## src/rtl/memory_requester_pkg.sv

```systemverilog
// Shared types and sizing helpers for the memory requester and its wait counter.
package mem_req_pkg;

    // Transaction phases of the requester.
    typedef enum logic [2:0] {
        IDLE    = 3'd0,
        SETUP   = 3'd1,
        STROBE  = 3'd2,
        WAIT_RD = 3'd3,
        WAIT_WR = 3'd4,
        DONE    = 3'd5
    } state_t;

    // Wait counter width: wide enough to hold the larger of the two wait limits,
    // with one spare bit so the post-limit increment never wraps.
    function automatic int cnt_width(input int timeout, input int write_hold);
        int largest;
        largest = (timeout > write_hold) ? timeout : write_hold;
        return $clog2(largest) + 1;
    endfunction

    localparam int DEFAULT_CNT_W = cnt_width(16, 2);

endpackage

```

## src/rtl/memory_requester_if.sv

```systemverilog
// Signal bundle between the requester (master) and an unclocked word memory (slave).
interface memory_requester_if #(
    parameter int WORD_SIZE = 32
);
    logic                 mem_start;
    logic                 mem_write_enabled;
    logic [WORD_SIZE-1:0] mem_address;
    logic [WORD_SIZE-1:0] mem_input_data;
    logic                 mem_valid;
    logic [WORD_SIZE-1:0] mem_output_data;
    logic                 mem_err_invalid_address;

    modport master (
        output mem_start, mem_write_enabled, mem_address, mem_input_data,
        input  mem_valid, mem_output_data, mem_err_invalid_address
    );

    modport slave (
        input  mem_start, mem_write_enabled, mem_address, mem_input_data,
        output mem_valid, mem_output_data, mem_err_invalid_address
    );
endinterface

```

## src/rtl/memory_requester_wait_counter.sv

```systemverilog
// Clear/enable up-counter with a terminal compare against a run-time limit.
module wait_counter #(
    parameter int CNT_W = 5
) (
    input  logic             clk,
    input  logic             reset,
    input  logic             clear,
    input  logic             enable,
    input  logic [CNT_W-1:0] limit,
    output logic             at_limit
);
    logic [CNT_W-1:0] count;

    // Count enabled cycles; clear has priority over enable.
    always_ff @(posedge clk) begin
        if (reset || clear) begin
            count <= '0;
        end else if (enable) begin
            count <= count + 1'b1;
        end
    end

    assign at_limit = (count == limit);
endmodule

```

## src/rtl/memory_requester.sv

```systemverilog
// Synchronous initiator for the unclocked word memory: one load/store at a time,
// address/data held stable around the mem_start rising edge, done/err reported.
module memory_requester
    import mem_req_pkg::*;
#(
    parameter int WORD_SIZE   = 32,
    parameter int MEMORY_SIZE = 1024,
    parameter int WRITE_HOLD  = 2,
    parameter int TIMEOUT     = 16
) (
    input  logic                 clk,
    input  logic                 reset,
    input  logic                 req,
    input  logic                 req_write,
    input  logic [WORD_SIZE-1:0] req_address,
    input  logic [WORD_SIZE-1:0] req_data,
    output logic                 busy,
    output logic                 done,
    output logic [WORD_SIZE-1:0] rd_data,
    output logic                 err,
    memory_requester_if.master   mem
);
    localparam int               CNT_W    = cnt_width(TIMEOUT, WRITE_HOLD);
    localparam logic [CNT_W-1:0] RD_LIMIT = CNT_W'(TIMEOUT - 1);
    localparam logic [CNT_W-1:0] WR_LIMIT = CNT_W'(WRITE_HOLD - 1);

    state_t           state;
    logic             cnt_clear;
    logic             cnt_en;
    logic [CNT_W-1:0] cnt_limit;
    logic             cnt_at_limit;
    logic             addr_bad;

    // The counter restarts in STROBE; on a read it only advances while data is absent.
    assign cnt_clear = (state == STROBE);
    assign cnt_en    = ((state == WAIT_RD) && !mem.mem_valid) || (state == WAIT_WR);
    assign cnt_limit = (state == WAIT_WR) ? WR_LIMIT : RD_LIMIT;

    // The memory's own decode is authoritative; the local bound guards a mis-sized instance.
    assign addr_bad = mem.mem_err_invalid_address ||
                      (mem.mem_address >= WORD_SIZE'(MEMORY_SIZE));

    wait_counter #(.CNT_W(CNT_W)) u_wait_counter (
        .clk      (clk),
        .reset    (reset),
        .clear    (cnt_clear),
        .enable   (cnt_en),
        .limit    (cnt_limit),
        .at_limit (cnt_at_limit)
    );

    // Transaction FSM; every output is a register updated on the state transition.
    always_ff @(posedge clk) begin
        if (reset) begin
            state                 <= IDLE;
            busy                  <= 1'b0;
            done                  <= 1'b0;
            err                   <= 1'b0;
            rd_data               <= '0;
            mem.mem_start         <= 1'b0;
            mem.mem_write_enabled <= 1'b0;
            mem.mem_address       <= '0;
            mem.mem_input_data    <= '0;
        end else begin
            case (state)
                IDLE: begin
                    if (req) begin
                        mem.mem_write_enabled <= req_write;
                        mem.mem_address       <= req_address;
                        mem.mem_input_data    <= req_data;
                        busy                  <= 1'b1;
                        state                 <= SETUP;
                    end
                end
                SETUP: begin
                    if (addr_bad) begin
                        done  <= 1'b1;
                        err   <= 1'b1;
                        state <= DONE;
                    end else begin
                        mem.mem_start <= 1'b1;
                        state         <= STROBE;
                    end
                end
                STROBE: begin
                    // mem_valid may still be high from the previous read, so it is not looked at here.
                    state <= mem.mem_write_enabled ? WAIT_WR : WAIT_RD;
                end
                WAIT_RD: begin
                    if (mem.mem_valid) begin
                        rd_data       <= mem.mem_output_data;
                        done          <= 1'b1;
                        err           <= 1'b0;
                        mem.mem_start <= 1'b0;
                        state         <= DONE;
                    end else if (cnt_at_limit) begin
                        done          <= 1'b1;
                        err           <= 1'b1;
                        mem.mem_start <= 1'b0;
                        state         <= DONE;
                    end
                end
                WAIT_WR: begin
                    if (cnt_at_limit) begin
                        done          <= 1'b1;
                        err           <= 1'b0;
                        mem.mem_start <= 1'b0;
                        state         <= DONE;
                    end
                end
                DONE: begin
                    done  <= 1'b0;
                    err   <= 1'b0;
                    busy  <= 1'b0;
                    state <= IDLE;
                end
                default: begin
                    state <= IDLE;
                end
            endcase
        end
    end
endmodule

```

## src/flat_wrapper.sv

```systemverilog
// flat-port wrapper written by rule: the top's interface ports become plain ports
module memory_requester_flat import mem_req_pkg::*;
#(
    parameter int WORD_SIZE   = 32,
    parameter int MEMORY_SIZE = 1024,
    parameter int WRITE_HOLD  = 2,
    parameter int TIMEOUT     = 16
)
  (clk, reset, req, req_write, req_address, req_data, busy, done, rd_data, err, mem_mem_start, mem_mem_write_enabled, mem_mem_address, mem_mem_input_data, mem_mem_valid, mem_mem_output_data, mem_mem_err_invalid_address);
  memory_requester_if #(.WORD_SIZE(WORD_SIZE)) mem_i ();
  input  logic clk;
  input  logic reset;
  input  logic req;
  input  logic req_write;
  input  logic [WORD_SIZE-1:0] req_address;
  input  logic [WORD_SIZE-1:0] req_data;
  output logic busy;
  output logic done;
  output logic [WORD_SIZE-1:0] rd_data;
  output logic err;
  output wire logic [$bits(mem_i.mem_start)-1:0] mem_mem_start;
  output wire logic [$bits(mem_i.mem_write_enabled)-1:0] mem_mem_write_enabled;
  output wire logic [$bits(mem_i.mem_address)-1:0] mem_mem_address;
  output wire logic [$bits(mem_i.mem_input_data)-1:0] mem_mem_input_data;
  input wire logic [$bits(mem_i.mem_valid)-1:0] mem_mem_valid;
  input wire logic [$bits(mem_i.mem_output_data)-1:0] mem_mem_output_data;
  input wire logic [$bits(mem_i.mem_err_invalid_address)-1:0] mem_mem_err_invalid_address;
  assign mem_mem_start = mem_i.mem_start;
  assign mem_mem_write_enabled = mem_i.mem_write_enabled;
  assign mem_mem_address = mem_i.mem_address;
  assign mem_mem_input_data = mem_i.mem_input_data;
  assign mem_i.mem_valid = mem_mem_valid;
  assign mem_i.mem_output_data = mem_mem_output_data;
  assign mem_i.mem_err_invalid_address = mem_mem_err_invalid_address;
  memory_requester #(.WORD_SIZE(WORD_SIZE), .MEMORY_SIZE(MEMORY_SIZE), .WRITE_HOLD(WRITE_HOLD), .TIMEOUT(TIMEOUT)) u_core (.clk(clk), .reset(reset), .req(req), .req_write(req_write), .req_address(req_address), .req_data(req_data), .busy(busy), .done(done), .rd_data(rd_data), .err(err), .mem(mem_i));
endmodule
```

## config.mk

```make
export PLATFORM = sky130hd
export DESIGN_NAME = memory_requester_flat
export DESIGN_NICKNAME = d
export VERILOG_FILES = /design/src/rtl/memory_requester_pkg.sv /design/src/rtl/memory_requester_if.sv /design/src/rtl/memory_requester_wait_counter.sv /design/src/rtl/memory_requester.sv /design/src/flat_wrapper.sv
export SDC_FILE = /design/constraint.sdc
export NUM_CORES = 1
export LEC_CHECK = 0
export ABC_AREA = 1
export CAP_MARGIN = 5
export CORE_MARGIN = 4
export CORE_UTILIZATION = 45
export CTS_BUF_LIST = sky130_fd_sc_hd__clkbuf_8
export DETAILED_ROUTE_END_ITERATION = 8
export PLACE_DENSITY = 0.87
export SYNTH_ARGS = -nofsm -noshare
export SYNTH_HDL_FRONTEND = slang
export SYNTH_SLANG_ARGS = --single-unit
```

## constraint.sdc

```tcl
create_clock -name clk -period 2.8 [get_ports clk]
set_input_delay 0.28 -clock clk [delete_from_list [all_inputs] [get_ports clk]]
set_output_delay 0.28 -clock clk [all_outputs]
set_load 0.03 [all_outputs]
```

; Word-level counts from Yosys, hierarchy flattened
; Cells that the tools add are included.
[totals]
ff_bits = 109
word_cells = 59
out_inout_bits = 101
inputBits = 102
[op_classes]
n_mux = 21
addsub = 1
eq_ne = 11
n_lt_le_gt_ge = 1
n_reduce_logical = 15
[op_table]
columns = op, count
row1 = $ge A32 B11 Y1 const B, 1
row2 = $mux W3, 5
row3 = $pmux W3 S5, 1
row4 = $mux W1, 10
row5 = $reduce_and A2 Y1, 5
row6 = $pmux W1 S4, 2
row7 = $eq A3 B2 Y1 const B, 2
row8 = $eq A3 B3 Y1 const B, 2
row9 = $add A5 B1 Y5 const B, 1
row10 = $eq A5 B5 Y1, 1
row11 = $mux W4, 1
row12 = $ne A2 B1 Y1 const B, 2
row13 = $ne A2 B2 Y1 const B, 2
row14 = $reduce_and A4 Y1, 1
row15 = $reduce_bool A4 Y1, 1
row16 = $eq A3 B1 Y1 const B, 1
row17 = $logic_not A3 Y1, 1
row18 = $logic_or A1 B1 Y1, 3
row19 = $ne A3 B2 Y1 const B, 1
row20 = $pmux W1 S3, 1
row21 = $reduce_bool A3 Y1, 1
row22 = $pmux W1 S2, 1
row23 = $reduce_bool A2 Y1, 1
row24 = $logic_and A1 B1 Y1, 1
row25 = $logic_not A1 Y1, 1

; Depth between registers and ports, before layout
[depth]
word_depth = 6
depth_mapped = 10
ltp_nobuf = 10

; By module
; From an unflattened synthesis, not the netlist that was laid out.
[unflattened]
hier_cells = 567
area_unflattened_um2 = 4300.4
[by_module_without_submodules]
columns = module, area_per_inst_um2, cells_per_inst, instances, seq_area_each_um2
row1 = memory_requester, 4010.1, 522, 1, 2082.0
row2 = wait_counter, 290.3, 45, 1, 100.1

; Worst setup path after synthesis
; Ideal clock, no wire load.
[synth_timing]
kind = flip-flop to flip-flop
from = register u_core.state[0]
to = register u_core.u_wait_counter.count[4]
path_stages_with_launch = 8
required_time_ns = 2.681
slack_ns = 1.515
arrival_time_ns = 1.165
setup_time_ns = 0.119
path_cell_list = dfxtp_1 > inv_2 > nor2_4 > nand2_4 > o21ai_4 > nand4_1 > o21ai_0 > a21oi_1
[synth_via]
elab_chain_len = 3
elab_cells_between_ends = 6
cone_classes = eq/ne (3) / reduce/logical (3)
[synth_lines]
columns = element, line
row1 = "start, declared", memory_requester.sv:27  ; state_t state;
row2 = "start signal, assigned", memory_requester.sv:87  ; state <= mem.mem_write_enabled ? WAIT_WR : WAIT_RD;
row3 = $eq A3 B2 Y1, memory_requester.sv:36  ; assign cnt_en = ((state == WAIT_RD) && !mem.mem_valid) || (state == WAIT_WR);
row4 = $logic_and A1 B1 Y1, memory_requester.sv:36
row5 = $logic_or A1 B1 Y1, memory_requester.sv:36
row6 = "end signal, assigned", memory_requester_wait_counter.sv:19  ; count <= count + 1'b1;
row7 = "end, declared", memory_requester_wait_counter.sv:12  ; logic [CNT_W-1:0] count;
; Several ways; a longest one is shown, not always the timed one.
; A chain may end at the register's enable or synchronous reset.

; Worst setup path in the final report
[layout_timing]
from = register u_core.state[2]
to = register u_core.mem.mem_address[19]
[layout_via]
elab_chain_len = 2
[layout_lines]
columns = element, line
row1 = $logic_not A3 Y1, memory_requester.sv:65  ; case (state)
row2 = $reduce_and A2 Y1 (no source line), --
row3 = "end signal, assigned", memory_requester.sv:69  ; mem.mem_address <= req_address;
row4 = "end, declared", memory_requester_if.sv:14  ; output mem_start, mem_write_enabled, mem_address, mem_input_data,
; Every way passes these cells.

==> impl_metrics.csv <==
group,metric,value,unit
outcome,outcome,"completed",
sta,drv_slew,0,
pwr,p_clk_share,25.7,%
floorplanning,fp-row-count,35,
place,gp_congestion,0.857,
setup_path,cp-end-kind,"flip-flop",
sta,whs,0.446,ns
route,firstDrtPassIters,7,
route,drt_first_iter_violations,152,
hold_path,min_path_type,"reg -> reg",
finish,mostFrequentLayoutCells,"clkdlybuf4s50_1 (202), dfxtp_1 (109), o21ai_0 (102)",
finish,final_common_cell,"clkdlybuf4s50_1",
grt,grt_pass1_wl,19.5,mm
route,viasPerCell,4.95,
grt,grt_use_total,21.4,%
grt,gr-total-overflow,0,
clock_tree,clockBufferDepth,2,
setup_path,crit_type,"reg -> reg",
sta,min_period_over_period,67.1,%
sta,max_freq,0.533,GHz
clock_tree,cts_setup_buffers,0,
place,dpl.cell_count,826,
finish,post-route-cell-area,0.00647,mm2
floorplanning,die_w,105,um
finish,final_nets,829,
pwr,power_leakage,2.61,nW
synthesis,synth.avg_cell_area,7.83,um2
sta,setup_viol,0,
place,dp_slack,0.721,ns
sta,slew_headroom,62.5,%
synthesis,yosysSeqAreaShare,51.4,%
setup_path,path_max_fanout,74,
finish,drive_gt1_share,4.65,%
sta,min_period,1.88,ns
pwr,ir_worst_vdd,0.365,mV
synthesis,syn-num-nets,645,
clock_tree,cts_tree,"done",
route,vias,4167,
clock_tree,cts.sinks,109,
route,drc,0,
synthesis,yosysTopAreaCellShare,51.4,%
finish,syn_to_final_growth,52.6,%
clock_tree,htreeDepth,3,
floorplanning,design.die.area,0.0110,mm2
sta,tns,0,ns
grt,grt_pass1_vias,4125,
grt,grt_max_degree,75,
finish,n_fill_cell,718,
place,dp_hpwl,9.07,mm
floorplanning,io_pins,203,
clock_tree,cts-root-buf,"clkbuf_8",
setup_path,start_kind,"flip-flop",
clock_tree,worstSkewPairLatency,0.36,ns
synthesis,synthDistinctLibCells,29,
floorplanning,initial_core_util,46.1,%
pwr,powerDensity,598,mW/mm2
place,placed_area,0.00627,mm2
sta,worstMarginPinSlew,0.563,ns
pwr,netSwitchingPower,1.27,mW
route,ant_nets,0,
setup_path,cp.required,3.06,ns
floorplanning,die_y,105,um
clock_tree,cts_resized,0,
synthesis,ys_ff_latch,109,
synthesis,yosys_warnings,0,
pwr,power,3.87,mW
sta,rsz0062_at_grt,"no",
synthesis,netlist_area,0.00424,mm2
finish,diodes,0,
floorplanning,core-area,0.00920,mm2
synthesis,synth_area_leaders,"dfxtp_1 (51%), o21ai_0 (12%), a21oi_1 (8.5%), nor2_1 (7.8%), inv_1 (6.9%)",
setup_path,crit_chain,"nor2_4, nand3_4, buf_12, o21ai_0, a21oi_1",
pwr,p_seq_share,46.4,%
clock_tree,ctsHoldBuffers,0,
finish,post-route-util,70.4,%
synthesis,synth_top_area_cell,"dfxtp_1",
sta,hold_viol_final,0,
setup_path,slowest_delay,0.45,ns
clock_tree,cts-buffers-inserted,9,
setup_path,cp.arrival,2.13,ns
route,wl_per_cell,14.5,um
route,routed_wirelength,12.2,mm
synthesis,synth_cells,542,
pwr,p_int,2.59,mW
place,io_buffers,202,
sta,finalClockSkew,0.0109,ns
setup_path,cp_slowest_cell,"dfxtp_1",
sta,worst_slack,0.922,ns
clock_tree,path_clk_slew,0.11,ns
flow_run,maxCapViolations,0,
grt,antenna_found_initial,0,
pwr,swShare,33.0,%
finish,instances_no_fill,842,
pwr,pwr-share-comb,27.9,%
## worst max-delay path, delay by kind of cell (launching register included)
family,cells,cell delay (ns)
AO/OA/AOI/OAI,2,0.25
flip-flops,1,0.45
AND/OR/NAND/NOR,2,0.65
buffers and inverters,1,0.39
## flip-flops by register name (all words and copies together) (netlist names)
name / flops
u_core.busy: 1
u_core.done: 1
u_core.err: 1
u_core.mem.mem_address: 32
u_core.mem.mem_input_data: 32
u_core.mem.mem_start: 1
u_core.mem.mem_write_enabled: 1
u_core.rd_data: 32
u_core.state: 3
u_core.u_wait_counter.count: 5
## power by group through the flow
stage | Sequential, mW | Combinational (mW) | Clock, mW
3_3_place_gp | 1.82 | 1.06 | 0
5_1_grt | 1.81 | 1.17 | 1.07
2_1_floorplan | 2.08 | 0.337 | 0
4_1_cts | 1.79 | 1.09 | 1.01
6_report | 1.79 | 1.08 | 0.994
3_5_place_dp | 1.83 | 1.08 | 0
## worst paths after layout
kind / from / end / slack (ns) / cells after the start
max: u_core.state[2] / u_core.mem.mem_address[19] / 0.92 / 5
min: u_core.mem.mem_input_data[16] / u_core.mem.mem_input_data[16] / 0.45 / 2
max reg2reg: u_core.state[2] / u_core.mem.mem_address[19] / 0.92 / 5
min reg2reg: u_core.mem.mem_input_data[16] / u_core.mem.mem_input_data[16] / 0.45 / 2
## synth_stat cells
cell      count
a31oi_1       3
nand3_1       6
nand4_1       4
buf_6         7
inv_2         3
buf_2        10
nor2_1       88
nand2_1      25
a41oi_1       1
inv_1        78
nand3_4       1
nor2_8        1
a21oi_1      72
inv_4         1
dfxtp_1     109
a211oi_1      1
o21ai_2       1
a22oi_1       1
o21ai_0     102
o21ai_1       3
clkbuf_1     14
ha_1          1
o211ai_1      1
nand3_2       2
buf_4         1
nor3_1        1
o21ai_4       1
nand2_4       2
nor2_4        2
## logic make-up after synthesis
logic type               synth area share, %
flip-flops                              51.4
adder cells (fa/ha/maj)                0.295
AND/OR/NAND/NOR                         13.8
AO/OA/AOI/OAI                           22.7
buffers and inverters                   11.8
## metal layers
metal	wire [um]	up-vias	GRT usage, %
met2	6240	138	38.5
li1	-	2109	-
met5	0	-	0
met3	820	19	6.05
met4	308	0	8.15
met1	4840	1901	23.7
## layout make-up
| cell class | count | area (um2) | area share, % |
|---|---|---|---|
| Timing Repair Buffer | 205 | 2070 | 32.0 |
| Multi-Input combinational cell | 319 | 1570 | 24.2 |
| Tap cell | 111 | 139 | 2.15 |
| Inverter | 82 | 310 | 4.79 |
| Clock inverter | 7 | 80.1 | 1.24 |
| Sequential cell | 109 | 2180 | 33.7 |
| Clock buffer | 9 | 124 | 1.91 |
Power figures use the tool's default switching activity.
